## src/rtl/holy_core_pkg.sv

```systemverilog
`default_nettype none
// =============================================================================
// Module      : holy_core_pkg
// Description : Shared types for the holy core: ALU alignment flags, LSU FSM
//               states, load/store funct3 encodings and access-size decode.
// Revision    : 1.0 - initial release
// =============================================================================
package holy_core_pkg;

    typedef struct packed {
        logic word_aligned;
        logic halfword_aligned;
    } aligned_addr_signal;

    typedef enum logic [1:0] {
        IDLE     = 2'd0,
        REQ      = 2'd1,
        WAIT_RSP = 2'd2,
        DONE     = 2'd3
    } lsu_state_t;

    localparam logic [2:0] F3_B  = 3'b000;
    localparam logic [2:0] F3_H  = 3'b001;
    localparam logic [2:0] F3_W  = 3'b010;
    localparam logic [2:0] F3_BU = 3'b100;
    localparam logic [2:0] F3_HU = 3'b101;

    typedef enum logic [1:0] {
        SZ_BYTE = 2'd0,
        SZ_HALF = 2'd1,
        SZ_WORD = 2'd2
    } lsu_size_t;

    // Reserved encodings fall through to a full-word access.
    function automatic lsu_size_t lsu_size(input logic [2:0] f3);
        case (f3)
            F3_B, F3_BU: return SZ_BYTE;
            F3_H, F3_HU: return SZ_HALF;
            F3_W:        return SZ_WORD;
            default:     return SZ_WORD;
        endcase
    endfunction

endpackage
`default_nettype wire

```

## src/rtl/holy_lsu_align.sv

```systemverilog
`default_nettype none
// =============================================================================
// Module      : holy_lsu_align
// Description : Combinational lane steering: load lane select + extension,
//               store strobe generation + lane replication.
// Revision    : 1.0 - initial release
// =============================================================================
module holy_lsu_align
    import holy_core_pkg::*;
(
    input  logic [2:0]  f3_i,
    input  logic [1:0]  offset_i,
    input  logic [31:0] word_i,
    input  logic [31:0] wdata_i,
    output logic [31:0] load_data_o,
    output logic [3:0]  wstrb_o,
    output logic [31:0] wdata_o
);

    logic [7:0]  w_sel_b;
    logic [15:0] w_sel_h;
    logic        w_signed;

    assign w_signed = ~f3_i[2];

    always_comb begin
        w_sel_b     = word_i[{offset_i, 3'b000} +: 8];
        w_sel_h     = offset_i[1] ? word_i[31:16] : word_i[15:0];
        load_data_o = word_i;
        wstrb_o     = 4'b1111;
        wdata_o     = wdata_i;
        case (lsu_size(f3_i))
            SZ_BYTE: begin
                load_data_o = {{24{w_sel_b[7] & w_signed}}, w_sel_b};
                wstrb_o     = 4'b0001 << offset_i;
                wdata_o     = {4{wdata_i[7:0]}};
            end
            SZ_HALF: begin
                // Halfword lane is chosen by addr[1] only; addr[0] wraps in-lane.
                load_data_o = {{16{w_sel_h[15] & w_signed}}, w_sel_h};
                wstrb_o     = offset_i[1] ? 4'b1100 : 4'b0011;
                wdata_o     = {2{wdata_i[15:0]}};
            end
            default: ;
        endcase
    end

endmodule
`default_nettype wire

```

## src/rtl/holy_lsu.sv

```systemverilog
`default_nettype none
// =============================================================================
// Module      : holy_lsu
// Description : Sequential load/store unit, one bus transaction per request.
//               Optional misaligned-access trap: HOLY_LSU_MISALIGN_TRAP_EN.
// Revision    : 1.0 - initial release
// =============================================================================
module holy_lsu
    import holy_core_pkg::*;
#(
    parameter int ADDR_WIDTH = 32,
    parameter int DATA_WIDTH = 32
) (
    input  logic                    clk,
    input  logic                    rst,
    input  logic                    req_valid,
    output logic                    req_ready,
    input  logic                    req_we,
    input  logic [2:0]              req_f3,
    input  logic [ADDR_WIDTH-1:0]   req_addr,
    input  aligned_addr_signal      req_aligned,
    input  logic [DATA_WIDTH-1:0]   req_wdata,
    output logic                    done,
    output logic [DATA_WIDTH-1:0]   rdata,
    output logic                    stall,
    output logic                    mem_req_valid,
    input  logic                    mem_req_ready,
    output logic [ADDR_WIDTH-1:0]   mem_addr,
    output logic                    mem_we,
    output logic [DATA_WIDTH/8-1:0] mem_wstrb,
    output logic [DATA_WIDTH-1:0]   mem_wdata,
    input  logic                    mem_rsp_valid,
    input  logic [DATA_WIDTH-1:0]   mem_rdata
`ifdef HOLY_LSU_MISALIGN_TRAP_EN
    ,
    output logic                    misaligned
`endif
);

    localparam int STRB_W = DATA_WIDTH / 8;

    lsu_state_t              state_q;
    logic                    req_ready_q;
    logic                    mem_req_valid_q;
    logic                    done_q;
    logic                    we_q;
    logic [2:0]              f3_q;
    logic [1:0]              offset_q;
    logic [ADDR_WIDTH-1:0]   addr_q;
    logic [STRB_W-1:0]       wstrb_q;
    logic [DATA_WIDTH-1:0]   wdata_q;
    logic [DATA_WIDTH-1:0]   rdata_q;

    logic                    w_in_idle;
    logic                    w_accept;
    logic                    w_trap;
    logic [2:0]              w_f3;
    logic [1:0]              w_offset;
    logic [DATA_WIDTH-1:0]   w_load_data;
    logic [STRB_W-1:0]       w_wstrb;
    logic [DATA_WIDTH-1:0]   w_wdata;

    assign w_in_idle = (state_q == IDLE);
    assign w_accept  = req_valid & req_ready_q;

    // The aligner serves the incoming store while idle and the pending load otherwise.
    assign w_f3     = w_in_idle ? req_f3 : f3_q;
    assign w_offset = w_in_idle ? req_addr[1:0] : offset_q;

    holy_lsu_align u_align (
        .f3_i        (w_f3),
        .offset_i    (w_offset),
        .word_i      (mem_rdata),
        .wdata_i     (req_wdata),
        .load_data_o (w_load_data),
        .wstrb_o     (w_wstrb),
        .wdata_o     (w_wdata)
    );

`ifdef HOLY_LSU_MISALIGN_TRAP_EN
    logic misaligned_q;

    always_comb begin
        w_trap = 1'b0;
        case (lsu_size(req_f3))
            SZ_HALF: w_trap = ~req_aligned.halfword_aligned;
            SZ_WORD: w_trap = ~req_aligned.word_aligned;
            default: w_trap = 1'b0;
        endcase
    end

    assign misaligned = misaligned_q;
`else
    logic w_unused_aligned;

    assign w_trap           = 1'b0;
    assign w_unused_aligned = ^req_aligned;
`endif

    always_ff @(posedge clk) begin
        if (rst) begin
            state_q         <= IDLE;
            req_ready_q     <= 1'b1;
            mem_req_valid_q <= 1'b0;
            done_q          <= 1'b0;
            we_q            <= 1'b0;
            f3_q            <= 3'b000;
            offset_q        <= 2'b00;
            addr_q          <= '0;
            wstrb_q         <= '0;
            wdata_q         <= '0;
            rdata_q         <= '0;
`ifdef HOLY_LSU_MISALIGN_TRAP_EN
            misaligned_q    <= 1'b0;
`endif
        end else begin
            done_q <= 1'b0;
`ifdef HOLY_LSU_MISALIGN_TRAP_EN
            misaligned_q <= 1'b0;
`endif
            case (state_q)
                IDLE: begin
                    if (w_accept) begin
                        we_q        <= req_we;
                        f3_q        <= req_f3;
                        offset_q    <= req_addr[1:0];
                        addr_q      <= {req_addr[ADDR_WIDTH-1:2], 2'b00};
                        wstrb_q     <= req_we ? w_wstrb : '0;
                        wdata_q     <= req_we ? w_wdata : '0;
                        req_ready_q <= 1'b0;
                        if (w_trap) begin
                            state_q      <= DONE;
                            done_q       <= 1'b1;
`ifdef HOLY_LSU_MISALIGN_TRAP_EN
                            misaligned_q <= 1'b1;
`endif
                        end else begin
                            state_q         <= REQ;
                            mem_req_valid_q <= 1'b1;
                        end
                    end
                end
                REQ: begin
                    if (mem_req_ready) begin
                        mem_req_valid_q <= 1'b0;
                        if (we_q) begin
                            state_q <= DONE;
                            done_q  <= 1'b1;
                        end else begin
                            state_q <= WAIT_RSP;
                        end
                    end
                end
                WAIT_RSP: begin
                    if (mem_rsp_valid) begin
                        rdata_q <= w_load_data;
                        state_q <= DONE;
                        done_q  <= 1'b1;
                    end
                end
                DONE: begin
                    state_q     <= IDLE;
                    req_ready_q <= 1'b1;
                end
                default: begin
                    state_q     <= IDLE;
                    req_ready_q <= 1'b1;
                end
            endcase
        end
    end

    assign req_ready     = req_ready_q;
    assign done          = done_q;
    assign rdata         = rdata_q;
    assign mem_req_valid = mem_req_valid_q;
    assign mem_addr      = addr_q;
    assign mem_we        = we_q & mem_req_valid_q;
    assign mem_wstrb     = wstrb_q;
    assign mem_wdata     = wdata_q;
    assign stall         = (state_q == REQ) | (state_q == WAIT_RSP) | w_accept;

endmodule
`default_nettype wire

```

## config.mk

```make
export PLATFORM = sky130hd
export DESIGN_NAME = holy_lsu
export DESIGN_NICKNAME = d
export VERILOG_FILES = /design/src/rtl/holy_core_pkg.sv /design/src/rtl/holy_lsu_align.sv /design/src/rtl/holy_lsu.sv
export SDC_FILE = /design/constraint.sdc
export NUM_CORES = 1
export LEC_CHECK = 0
export BUFFER_PORTS_ARGS = -buffer_cell sky130_fd_sc_hd__buf_2
export CELL_PAD_IN_SITES_DETAIL_PLACEMENT = 0
export CELL_PAD_IN_SITES_GLOBAL_PLACEMENT = 2
export CORE_MARGIN = 5
export CORE_UTILIZATION = 28
export CTS_CLUSTER_DIAMETER = 100
export DETAILED_ROUTE_END_ITERATION = 8
export PLACE_DENSITY_LB_ADDON = 0.1
export SLEW_MARGIN = 20
export SYNTH_ARGS = -nofsm -noshare
export SYNTH_HDL_FRONTEND = slang
export SYNTH_SLANG_ARGS = --single-unit
```

## constraint.sdc

```tcl
create_clock -name clk -period 6.6 [get_ports clk]
set_input_delay 0.99 -clock clk [delete_from_list [all_inputs] [get_ports clk]]
set_output_delay 0.99 -clock clk [all_outputs]
set_load 0.01 [all_outputs]
```

Yosys cells after proc, flatten, opt, wreduce, memory -nomap -nowiden
Cells that the tools add are included.

word-level totals
  bits in registers = 109
  output and inout bits = 105

operators by class
  equality and inequality tests = 10
  shifts and indexed selects = 2
  muxes and demuxes = 24
  bitwise operators = 7
  reduce and logical (&&, ||, !) cells = 12

operators with widths
  kind                   number
  $pmux W32 S2           2
  $mux W32               1
  $shiftx A32 B6 Y8      1
  $mux W16               1
  $mux W2                4
  $mux W4                2
  $pmux W2 S4            1
  $pmux W4 S2            1
  $mux W1                7
  $eq A3 B3 Y1 const B   2
  $pmux W1 S2            3
  $reduce_and A2 Y1      3
  $reduce_and A3 Y1      2
  $and A1 B1 Y1          4
  $eq A2 B1 Y1 const B   2
  $eq A2 B2 Y1 const B   2
  $logic_not A2 Y1       2
  $ne A2 B2 Y1 const B   2
  $pmux W2 S2            1
  $reduce_bool A2 Y1     2
  $reduce_or A2 Y1       2
  $shl A1 B2 Y4 const A  1
  $eq A3 B1 Y1 const B   1
  $logic_not A3 Y1       1
  other kinds (4)        5

Depth between registers and ports, before layout
  depth after elaboration = 8
  gate-level depth with buffers = 11

Modules after synthesis
From an unflattened synthesis, not the netlist that was laid out.

unflattened totals
  cell total of the unflattened synthesis = 661
  area total of the unflattened synthesis = 5250.0 um^2

by module, submodules not included
  module          instances  cells an instance  area each (um^2)
  holy_lsu        1          505                4151.5
  holy_lsu_align  1          156                1098.6

Least setup slack after synthesis
Ideal clock, no wire load.

  kind = input -> register
  start = input req_addr[1]
  end = register rdata_q[16] (netlist: rdata[16])
  library setup time = 0.080 ns
  arrival time = 2.300 ns
  slack = 4.220 ns
  stages = 7
  cells stage by stage = buf_4 mux2i_1 and3_1 nor4_2 nor3_4 buf_6 a211oi_2

on the way
  cells in the longest elaborated chain, start to end = 4
  elaborated cells between the ends (all ways) = 6

ends and longest elaborated chain
  item                                                  line                                        text
  from (decl)                                           holy_lsu.sv:20                              input logic [ADDR_WIDTH-1:0] req_addr,
  $mux W2 *                                             holy_lsu.sv:68                              assign w_offset = w_in_idle ? req_addr[1:0] : offset_q;
  $shiftx A32 B6 Y8 / $mux W16 (equally long branches)  holy_lsu_align.sv:27, holy_lsu_align.sv:28
  $and A1 B1 Y1 (on tied branches)                      holy_lsu_align.sv:34, holy_lsu_align.sv:40
  $pmux W32 S2 *                                        holy_lsu_align.sv:32                        case (lsu_size(f3_i))
  to (signal assigned)                                  holy_lsu.sv:156                             rdata_q <= w_load_data;
  to (decl)                                             holy_lsu.sv:52                              logic [DATA_WIDTH-1:0] rdata_q;

Every way passes the cells marked *; elsewhere a longest branch is shown, timed or not.
A chain may end at the register's enable or synchronous reset.

Worst setup path after layout
  start = register state_q[0]
  end = register rdata_q[23] (netlist: rdata[23])

on the way
  cells in the longest elaborated chain, start to end = 7
  elaborated cells between the ends (all ways) = 20

ends and longest elaborated chain
  item                                                                       line             text
  from (decl)                                                                holy_lsu.sv:42   lsu_state_t state_q;
  from (signal assigned)                                                     holy_lsu.sv:102  state_q <= IDLE;
  from (signal assigned)                                                     holy_lsu.sv:132  state_q <= DONE;
  from (signal assigned)                                                     holy_lsu.sv:138  state_q <= REQ;
  parallel branches: the longest is 7 deep, another holds $shiftx A32 B6 Y8  -

Parallel ways; which one is timed is not known.

==> metrics <==
outcome finished, final reports clean; Core Util, Final 36.6%; n_diodes 0; Worst-Margin Slew 894 ps; DRT iter0 DRCs 212; Pre-Repair DR Iteration Count 6; Max rail drop VDD 0.154 mV; die width 146 microns; CP max FO 30; P_leak 3.01 nW; CP dominant cell by count nor2_1; Cell Int Power 0.00145 W; final setup violation count 0; cts bufs inserted 9; Initial Util 28.6%; Setup TNS 0 ps; total clock sinks 109; post-DR wirelength/cell 17.8 microns; die footprint 0.0213 sq mm; final net count 938; Tmin final 3020 ps; GRT overflow 0; Critical Path AT 3220 ps; Fillers 1952; first-pass GRT wire length 29400 microns; met1 Use GR 22.2%; category of the critical setup timing path register to register; DPL Wire Length 13600 microns; largest net degree at the start of global routing 68; Clock power frac 22.7%; area of the mapped netlist 0.00517 sq mm; Max-cap violations 0; sw power 0.00100 W; core area 0.0181 sq mm; Fin. Hold Viols 0; met2 usage 26.9%; ratio of cells with drive above 1 in the final layout 31.0%; Via Count 5373; cells along the critical path inv_1, ha_1, buf_4, and3b_1, nor2_1, nor2_1, nor3_4, a211oi_1; initial antenna violation count 4; clk buf depth 2; met3 GRT Util 5.67%; H-tree depth 3; DRT Wirelength 18900 microns; Synth cell types 54; Mean Syn Cell Area 7.95 sq um; Max Fclk 331 MHz; sequential group share of total power 34.9%; RSZ-0062 raised after global routing false; row count 49; Seq/Total Area, Yosys 42.2%; post-route cell area 0.00662 sq mm; WP data required 6800 ps; Synth async-reset ratio 0%; placed inst area 0.00633 sq mm; Final Slew Violations 0; Routed Antenna Nets 0; synth warn 0; post-synthesis instance total 651; Sw Ratio 40.8%; family with the most delay on the worst path simple AND/OR/NAND/NOR gates; CTS clk-pin slew, worst paths 80 ps; Root Driver clkbuf_16; routability cong. 0.802; Worst-Skew Late Latency 350 ps; CP Buf/Inv Count 2; CTS tree yes; vias in the first global route 5248; Worst setup EP type register; power per cell area 370 mW/mm^2; die height 146 microns; Max-slew headroom 40.2%; I/O Buffers 207; clk_skew 9.76 ps; worst hold path class register to register; EDFF count, synth 0; Critical-path top delay cell nor3_4; Comb power frac 42.4%; pre-CTS WS 3320 ps; DR vias/cell 5.06; Main synth FF type dfxtp_1; Total GRT Usage 17.1%; area delta synth->final 27.9%; DRC Markers 0; slowest stage delay, CP 730 ps; Top Usage Layer GRT met2; Seq cells post-synth 109; postcts setup bufs 0; CP Launch Type register; I/O Pins 212; total design power 0.00245 W; hold buffers post-CTS 0; final critical-path share of the clock period 45.7%; final worst setup slack 3580 ps; post-CTS resize count 0
-- cells in the mapped netlist (3+ instances only) --
| master | number | area (sq um) |
|---|---|---|
| a22oi_1 | 9 | 67.6 |
| buf_2 | 11 | 55.1 |
| a2bb2oi_1 | 8 | 70.1 |
| nand2_1 | 133 | 499 |
| nand3_1 | 10 | 50.1 |
| mux2i_1 | 17 | 170 |
| nor3b_1 | 4 | 30.0 |
| nor2_1 | 57 | 214 |
| ha_1 | 4 | 50.1 |
| a211oi_1 | 8 | 60.1 |
| and3_1 | 6 | 37.5 |
| o221ai_1 | 8 | 70.1 |
| buf_6 | 3 | 33.8 |
| o21ai_0 | 20 | 100 |
| o22ai_1 | 5 | 31.3 |
| dfxtp_1 | 109 | 2180 |
| o21ba_2 | 4 | 40.0 |
| buf_1 | 3 | 11.3 |
| buf_4 | 4 | 30.0 |
| inv_1 | 15 | 56.3 |
| a211oi_2 | 10 | 125 |
| clkbuf_1 | 28 | 105 |
| a221o_1 | 4 | 40.0 |
| a21oi_1 | 124 | 621 |
| mux2_2 | 5 | 56.3 |
| o22a_1 | 4 | 35.0 |
-- stage by stage --
stage,cells,hold WS [ps]
2_1_floorplan,652,449
3_3_place_gp,1045,439
3_5_place_dp,1045,445
4_1_cts,1061,455
5_1_grt,1061,471
6_report,1061,451
-- logic make-up after synthesis --
logic type	Yosys count	synth area share, %
compound gates	219	26.9
mux	25	5.39
flops	109	42.2
simple gates	229	18.9
buf+inv	64	5.63
other cells	1	0.0725
fa+ha+maj	4	0.967
-- path summary, 6_finish.rpt --
| kind | slack (ps) | cells past startpoint | end | start |
|---|---|---|---|---|
| min reg2reg | 450 | 2 | mem_wdata[6] | mem_wdata[6] |
| max reg2reg | 3580 | 8 | rdata[23] | state_q[0] |
| min | 450 | 2 | mem_wdata[6] | mem_wdata[6] |
| max | 3580 | 8 | rdata[23] | state_q[0] |
-- worst min-delay path, stage by stage, from the launching register on --
cell     delay [ps]
dfxtp_1         310
nand2_1          50
a21oi_1          50
-- layout make-up --
| type | instances | area [sq um] | area share [%] |
|---|---|---|---|
| Tap cell | 229 | 287 | 4.33 |
| Clock buffer | 11 | 233 | 3.52 |
| Timing Repair Buffer | 213 | 1080 | 16.4 |
| Multi-Input combinational cell | 479 | 2720 | 41.1 |
| Inverter | 15 | 56.3 | 0.851 |
| Sequential cell | 109 | 2180 | 33.0 |
| Clock inverter | 5 | 58.8 | 0.888 |
-- state kept, by name (all words and copies together) (netlist names) --
name and flops:
req_ready 1, mem_addr 30, mem_req_valid 1, mem_wstrb 4
we_q 1, mem_wdata 32, done 1, f3_q 3
state_q 2, offset_q 2, rdata 32
-- cell usage in the layout (no fill, tap or decap), types with 7 or more instances in the layout --
| master | n |
|---|---|
| nand2_1 | 133 |
| inv_1 | 15 |
| buf_4 | 7 |
| a21oi_1 | 124 |
| a211oi_2 | 10 |
| o221ai_1 | 8 |
| o21ai_0 | 20 |
| clkbuf_16 | 9 |
| buf_2 | 206 |
| nor2_1 | 56 |
| nand3_1 | 9 |
| a2bb2oi_1 | 8 |
| mux2i_1 | 17 |
| a22oi_1 | 9 |
| a211oi_1 | 8 |
| dfxtp_1 | 109 |
-- power groups by stage --
stage / sequential [W] / combinational, W / clock [W]
6_report: 0.000855 / 0.00104 / 0.000556
4_1_cts: 0.000855 / 0.00106 / 0.000577
5_1_grt: 0.000872 / 0.00116 / 0.000603
3_5_place_dp: 0.000869 / 0.00105 / 0
3_3_place_gp: 0.000864 / 0.00104 / 0
2_1_floorplan: 0.000907 / 0.000676 / 0
-- layer usage --
layer | up-vias | part of all wire, %
li1 | 2637 | -
met1 | 2501 | 44
met2 | 195 | 46
met3 | 32 | 8.3
met4 | 8 | 2.0
met5 | - | 0.19
(Power assumes the default switching activity.)
